## src/rtl/serial_rx_pkg.sv

```systemverilog
// Shared definitions for the enable-gated serial link (receiver and future transmitter).
package serial_pkg;

  typedef enum logic [1:0] {
    IDLE = 2'd0,
    DATA = 2'd1,
    STOP = 2'd2
  } rx_state_t;

  // Level the line rests at between frames; a start bit is the opposite level.
  localparam logic IDLE_LEVEL = 1'b1;

  // Bit-counter width for a frame of `width` data bits, never narrower than 1.
  function automatic int cnt_w(input int width);
    return (width > 1) ? $clog2(width) : 1;
  endfunction

endpackage

```

## src/rtl/serial_rx_if.sv

```systemverilog
// Serial line in, parallel word out (valid/ready) plus receiver status.
interface serial_rx_if #(
  parameter int WIDTH = 8
);
  logic             en;
  logic             d;
  logic             ready;
  logic [WIDTH-1:0] data;
  logic             valid;
  logic             busy;
  logic             frame_err;
  logic             overrun;

  // Transmitter/consumer side.
  modport master (
    output en, d, ready,
    input  data, valid, busy, frame_err, overrun
  );

  // Receiver side.
  modport slave (
    input  en, d, ready,
    output data, valid, busy, frame_err, overrun
  );
endinterface

```

## src/rtl/serial_rx_sipo.sv

```systemverilog
// Right-shifting serial-in/parallel-out register; the first bit shifted in ends at bit 0.
module sipo_shift #(
  parameter int WIDTH = 8
) (
  input  logic             clk,
  input  logic             rst,
  input  logic             i_en,
  input  logic             i_d,
  output logic [WIDTH-1:0] o_q
);
  logic [WIDTH-1:0] r_q;

  generate
    if (WIDTH == 1) begin : g_one
      // Single-bit word: just capture the line.
      always_ff @(posedge clk or negedge rst) begin
        if (!rst)      r_q <= '0;
        else if (i_en) r_q <= i_d;
      end
    end else begin : g_multi
      // New bit enters at the MSB, older bits move toward the LSB.
      always_ff @(posedge clk or negedge rst) begin
        if (!rst)      r_q <= '0;
        else if (i_en) r_q <= {i_d, r_q[WIDTH-1:1]};
      end
    end
  endgenerate

  assign o_q = r_q;
endmodule

```

## src/rtl/serial_rx.sv

```systemverilog
// Frame receiver: start bit, WIDTH data bits LSB-first, stop bit, advanced only on `en`.
module serial_rx
  import serial_pkg::*;
#(
  parameter int WIDTH = 8
) (
  input logic         clk,
  input logic         rst,
  serial_rx_if.slave  bus
);
  localparam int            CW   = cnt_w(WIDTH);
  localparam logic [CW-1:0] LAST = CW'(WIDTH - 1);

  rx_state_t        r_state, w_state_nxt;
  logic [CW-1:0]    r_cnt, w_cnt_nxt;
  logic [WIDTH-1:0] w_shift_q;
  logic [WIDTH-1:0] r_data;
  logic             r_valid, r_busy, r_ferr, r_ovr;
  logic             w_shift_en, w_stop_stb, w_load, w_drop, w_ferr, w_consume;

  assign w_shift_en = bus.en && (r_state == DATA);

  sipo_shift #(.WIDTH(WIDTH)) u_sipo (
    .clk  (clk),
    .rst  (rst),
    .i_en (w_shift_en),
    .i_d  (bus.d),
    .o_q  (w_shift_q)
  );

  // State and bit-count register.
  always_ff @(posedge clk or negedge rst) begin
    if (!rst) begin
      r_state <= IDLE;
      r_cnt   <= '0;
    end else begin
      r_state <= w_state_nxt;
      r_cnt   <= w_cnt_nxt;
    end
  end

  // Next state: everything holds unless the strobe is present.
  always_comb begin
    w_state_nxt = r_state;
    w_cnt_nxt   = r_cnt;
    if (bus.en) begin
      unique case (r_state)
        IDLE: if (bus.d != IDLE_LEVEL) begin
          w_state_nxt = DATA;
          w_cnt_nxt   = '0;
        end
        DATA: begin
          w_cnt_nxt = r_cnt + CW'(1);
          if (r_cnt == LAST) w_state_nxt = STOP;
        end
        STOP:    w_state_nxt = IDLE;
        default: w_state_nxt = IDLE;
      endcase
    end
  end

  // Stop-bit decisions: deliver, drop as overrun, or flag a framing error.
  always_comb begin
    w_stop_stb = bus.en && (r_state == STOP);
    w_load     = w_stop_stb &&  bus.d && (!r_valid || bus.ready);
    w_drop     = w_stop_stb &&  bus.d &&   r_valid && !bus.ready;
    w_ferr     = w_stop_stb && !bus.d;
    w_consume  = r_valid && bus.ready;
  end

  // Registered outputs; a load wins over a consume on the same edge.
  always_ff @(posedge clk or negedge rst) begin
    if (!rst) begin
      r_data  <= '0;
      r_valid <= 1'b0;
      r_busy  <= 1'b0;
      r_ferr  <= 1'b0;
      r_ovr   <= 1'b0;
    end else begin
      if (w_load) begin
        r_data  <= w_shift_q;
        r_valid <= 1'b1;
      end else if (w_consume) begin
        r_valid <= 1'b0;
      end
      r_busy <= (w_state_nxt != IDLE);
      r_ferr <= w_ferr;
      r_ovr  <= r_ovr | w_drop;
    end
  end

  assign bus.data      = r_data;
  assign bus.valid     = r_valid;
  assign bus.busy      = r_busy;
  assign bus.frame_err = r_ferr;
  assign bus.overrun   = r_ovr;
endmodule

```

## src/flat_wrapper.sv

```systemverilog
// flat-port wrapper written by rule: the top's interface ports become plain ports
module serial_rx_flat import serial_pkg::*;
#(
  parameter int WIDTH = 8
)
  (clk, rst, bus_en, bus_d, bus_ready, bus_data, bus_valid, bus_busy, bus_frame_err, bus_overrun);
  serial_rx_if #(.WIDTH(WIDTH)) bus_i ();
  input logic clk;
  input logic rst;
  input wire logic [$bits(bus_i.en)-1:0] bus_en;
  input wire logic [$bits(bus_i.d)-1:0] bus_d;
  input wire logic [$bits(bus_i.ready)-1:0] bus_ready;
  output wire logic [$bits(bus_i.data)-1:0] bus_data;
  output wire logic [$bits(bus_i.valid)-1:0] bus_valid;
  output wire logic [$bits(bus_i.busy)-1:0] bus_busy;
  output wire logic [$bits(bus_i.frame_err)-1:0] bus_frame_err;
  output wire logic [$bits(bus_i.overrun)-1:0] bus_overrun;
  assign bus_i.en = bus_en;
  assign bus_i.d = bus_d;
  assign bus_i.ready = bus_ready;
  assign bus_data = bus_i.data;
  assign bus_valid = bus_i.valid;
  assign bus_busy = bus_i.busy;
  assign bus_frame_err = bus_i.frame_err;
  assign bus_overrun = bus_i.overrun;
  serial_rx #(.WIDTH(WIDTH)) u_core (.clk(clk), .rst(rst), .bus(bus_i));
endmodule
```

## config.mk

```make
export PLATFORM = sky130hd
export DESIGN_NAME = serial_rx_flat
export DESIGN_NICKNAME = d
export VERILOG_FILES = /design/src/rtl/serial_rx_pkg.sv /design/src/rtl/serial_rx_if.sv /design/src/rtl/serial_rx_sipo.sv /design/src/rtl/serial_rx.sv /design/src/flat_wrapper.sv
export SDC_FILE = /design/constraint.sdc
export NUM_CORES = 1
export LEC_CHECK = 0
export CAP_MARGIN = 20
export CORE_AREA = 4 4 51 53
export DETAILED_ROUTE_END_ITERATION = 7
export DIE_AREA = 0 0 55 57
export PLACE_DENSITY = 0.72
export SYNTH_ARGS = -nofsm -noshare
export SYNTH_HDL_FRONTEND = slang
export SYNTH_HIERARCHICAL = 1
export SYNTH_SLANG_ARGS = --single-unit
```

## constraint.sdc

```tcl
create_clock -name clk -period 1.8 [get_ports clk]
set_input_delay 0.45 -clock clk [delete_from_list [all_inputs] [get_ports clk]]
set_output_delay 0.45 -clock clk [all_outputs]
set_load 0.005 [all_outputs]
```

Word level (Yosys, flattened, before mapping)
Cells that the tools add are included.

Add/subtract/negate cells: 1. Multipliers: 0. Div/mod/pow operators: 0. Order comparisons: 0. Equality and inequality tests: 4. Shift-type cells: 0. Multiplexer cells: 8. Bitwise logic cells: 1. Reduce and logical (&&, ||, !) cells: 17.

Operators by type and width (count): logical AND 1 bit (8); 2-to-1 mux 2 bit (3); case mux 3 bit (2 select lines) (1); nonzero test 2 bit (3); case mux 2 bit (2 select lines) (1); adder 3 x 1 -> 3 bit, second input constant (1); equality test 3 bit, second input constant (1); zero test 1 bit (3); 2-to-1 mux 3 bit (1); AND reduction 3 bit (1); equality test 2 x 1 -> 1 bit, second input constant (1); equality test 2 bit, second input constant (1); zero test 2 bit (1); 2-to-1 mux 1 bit (2); != test 2 bit, second input constant (1); logical OR 1 bit (1); OR 1 bit (1).

Register bits: 25. Latch bits: 0. Bits in writable memories: 0. Bits in read-only memories: 0. Input bits: 5. Output and inout bits: 12. Word-level logic and storage cells: 39. Memories kept: 0.

Logic depth before layout (Yosys ltp)
Depth in word-level cells: 6. Depth in mapped cells: 5. Mapped depth without buffers: 5.

Cells and area by module
The synthesis kept the hierarchy.

Modules (own cells, without submodules): serial_rx (times used 1, cells an instance 50, area each 685.7 µm², seq. area each 425.4 µm²); sipo_shift (times used 1, cells an instance 17, area each 331.6 µm², seq. area each 200.2 µm²).

Worst setup path after synthesis
No wires, ideal clock.

Kind: reg-to-reg. Start point: reg u_core.r_state[1]. End point: reg u_core.u_sipo.r_q[0] (netlist: u_core/u_sipo/o_q[0]). Library setup time: 0.125 ns. Arrival: 1.180 ns. Required time: 1.675 ns. Slack: 0.495 ns. Stages on the path, launching flop included: 5. Path buffers: 1. Period minus slack after synthesis: 1.305 ns. Cells stage by stage: dfrtp_1 nor2b_1 and2_1 buf_6 mux2_4.

Word-level cells in the longest chain between the ends: 2.

RTL lines: start, declared (line serial_rx.sv:14) `rx_state_t r_state, w_state_nxt;`; start signal, assigned (line serial_rx.sv:37) `r_state <= w_state_nxt;`; equality test 2 x 1 -> 1 bit (line serial_rx.sv:21) `assign w_shift_en = bus.en && (r_state == DATA);`; logical AND 1 bit (line serial_rx.sv:21); via u_core.w_shift_en (line serial_rx.sv:19) `logic w_shift_en, w_stop_stb, w_load, w_drop, w_ferr, w_consume;`; end signal, assigned (line serial_rx_sipo.sv:24) `else if (i_en) r_q <= {i_d, r_q[WIDTH-1:1]};`; end, declared (line serial_rx_sipo.sv:11) `logic [WIDTH-1:0] r_q;`.

The timed path passes the listed nets, and every way through them passes these cells. A chain may end at the register's enable or synchronous reset.

Final worst setup path
Start point: reg u_core.r_ovr (netlist: u_core/bus.overrun). End point: out bus_overrun.

RTL lines: start, declared (line serial_rx.sv:18) `logic r_valid, r_busy, r_ferr, r_ovr;`; start signal, assigned (line serial_rx.sv:88) `r_ovr <= r_ovr | w_drop;`; end, declared (line flat_wrapper.sv:17) `output wire logic [$bits(bus_i.overrun)-1:0] bus_overrun;`.

No word-level cell between the ends.

==> impl_metrics.tcl <==
set metrics [dict create \
    gp_congestion 0.638 \
    routed_wl_mm 1.52 \
    rsz0062_at_grt "false" \
    drtIter0Drc 3 \
    grt.total_usage_pct 11.8 \
    slew_headroom_pct 79.9 \
    grt_pass1_wl_mm 2.64 \
    cp_num_buf_inv 1 \
    numClockSinks 25 \
    synth_fp_nets 74 \
    crit_required_ns 1.35 \
    first_pass_iters 3 \
    crit_type "flop to output pin" \
    synth_warnings 6 \
    antenna_found_initial 0 \
    routedWlPerCell_um 12.6 \
    power_density_nw_per_um2 1260 \
    setup_viol 0 \
    cp_cell_sequence "clkdlybuf4s50_1" \
    peakVddDrop_mv 0.792 \
    status "finished clean" \
    synth_area_um2 1020 \
    finalHoldViolations 0 \
    place_inst 117 \
    critical-path-top-delay-family "buffers and inverters" \
    tns_ns 0 \
    die_h_um 57 \
    fin_cells 121 \
    fill_cells 180 \
    die_x_um 55 \
    cts_resized 0 \
    via_per_inst 4.98 \
    drv_cap 0 \
    antennaDiodeCount 0 \
    cts_tree "yes" \
    cp_slowest_stage_delay_ns 0.51 \
    first_global_vias 598 \
    initial_core_util_pct 47.4 \
    synthCells 67 \
    grt_max_degree 26 \
    critPathCaptureType "output pin" \
    slew_viol_final 0 \
    cp-start-kind "flop" \
    post-route-period-util_pct 90.5 \
    arrival_ns 1.18 \
    root_buffer "clkbuf_4" \
    place_area_um2 1270 \
    syn_avg_cell_area_um2 15.2 \
    numPortBuffers 16 \
    ios 17 \
    dp_hpwl_mm 1.19 \
    numCtsBuffers 3 \
    antenna_left 0 \
    dieArea_um2 3140 \
    drc 0 \
    ys_seq_elements 25 \
    crit_path_start "u_core/bus.overrun$_DFF_PN0_" \
    clk_pin_slew_ns 0.12 \
    seq_area_frac_synth_pct 61.5 \
    worst-path-max-fanout 2 \
    post_cts_buffers 0 \
    drive_gt1_share_pct 21.5 \
    clock_latency_ns 0.30 \
    r2r_setup_slack_ns 0.42 \
    rows 17 \
    r2r-start "u_core/r_state[1]$_DFF_PN0_" \
    htree_num_levels 1 \
    stdcell_area_um2 1290 \
    fin_nets 101 \
    area_growth_pct 27.1 \
    holdCritPathClass "primary input to async pin" \
    clockBufferDepth 2 \
    synth_cell_types 20 \
    worst_pin_slew_ns 0.302 \
    overflow 0 \
    fin_crit_ns 1.63 \
    clock.fmax_mhz 614 \
    core_area_um2 2150 \
    finalCoreUtilization_pct 60.2 \
    total_leakage_power_nw 0.627 \
    num_vias 602 \
    skew_ns 0.00329 \
    cpMaxStageDelayCell "clkdlybuf4s50_1" \
    hold_buffers 0 \
]
## power breakdown
group          total [W]  switching [W]  internal, W
clock network   0.000232       0.000146    0.0000864
registers       0.000864       0.000123     0.000742
logic           0.000527       0.000157     0.000370
## cells in the final DEF, fill, tap and decap left out, types with 3 or more instances in the layout
| cell | n |
|---|---|
| dfrtp_1 | 25 |
| mux2_4 | 8 |
| clkdlybuf4s50_1 | 16 |
| nor2b_1 | 3 |
| inv_1 | 3 |
| clkbuf_4 | 3 |
| buf_4 | 7 |
| mux2_1 | 8 |
## metrics by stage
stage	setup WS [ns]	power, W	hold slack [ns]
CTS	0.146	0.00166	0.486
floorplan	0.495	0.00119	0.154
global route	0.0855	0.00175	0.486
detailed placement	-0.0499	0.00142	0.475
finish	0.171	0.00162	0.490
global placement	-0.0408	0.00139	0.463
## sequential cells by signal (all words and copies together) (netlist names)
register and flops:
u_core/bus.data 8, u_core/u_sipo/o_q 8, u_core/r_cnt 3, u_core/r_state 2
u_core/bus.busy 1, u_core/bus.frame_err 1, u_core/bus.overrun 1, u_core/bus.valid 1
## layer usage
layer  GRT usage, %  vias to the layer above  share of wire, %
met5              0                        -                 0
met4           5.21                        0               2.2
met3           3.13                        4               4.6
met2           18.6                       11                50
met1           14.9                      301                44
li1               -                      286                 -
## path summary, 6_finish.rpt
check	endpoint	cells after the start
max	bus_overrun	1
max in group asynchronous	u_core/u_sipo/o_q[2]$_DFFE_PN0P_	2
max reg2reg	u_core/u_sipo/o_q[5]$_DFFE_PN0P_	4
min reg2reg	u_core/bus.data[3]$_DFFE_PN0P_	1
min in group clk	u_core/bus.data[3]$_DFFE_PN0P_	1
min	u_core/bus.data[2]$_DFFE_PN0P_	2
## synth_stat cells (all sizes together)
cell type  count  area [µm²]
dfrtp         25         626
mux2          17         221
inv            3        11.3
nor2b          3        18.8
a22o           2        17.5
buf            2        18.8
ha             2        25.0
nand2          2        7.51
o211ai         2        15.0
o21ai          2        10.0
a31oi          1        6.26
and2           1        6.26
nand2b         1        6.26
nand3b         1        7.51
nand4b         1        8.76
nor2           1        3.75
o21bai         1        7.51
## cell families after synthesis
| group | Yosys count | share of synthesized area [%] |
|---|---|---|
| AND/OR/NAND/NOR | 10 | 5.78 |
| flip-flops | 25 | 61.5 |
| multiplexers | 17 | 21.8 |
| AO/OA/AOI/OAI | 8 | 5.54 |
| adder cells (fa/ha/maj) | 2 | 2.46 |
| buffers and inverters | 5 | 2.95 |
## area by class of cell
type | count | area, µm² | area share (%)
Sequential cell | 25 | 626 | 48.4
Multi-Input combinational cell | 37 | 362 | 28.0
Timing Repair Buffer | 24 | 233 | 18.0
Tap cell | 28 | 35.0 | 2.71
Clock buffer | 4 | 26.3 | 2.03
Inverter | 3 | 11.3 | 0.871
(Power assumes the default switching activity.)
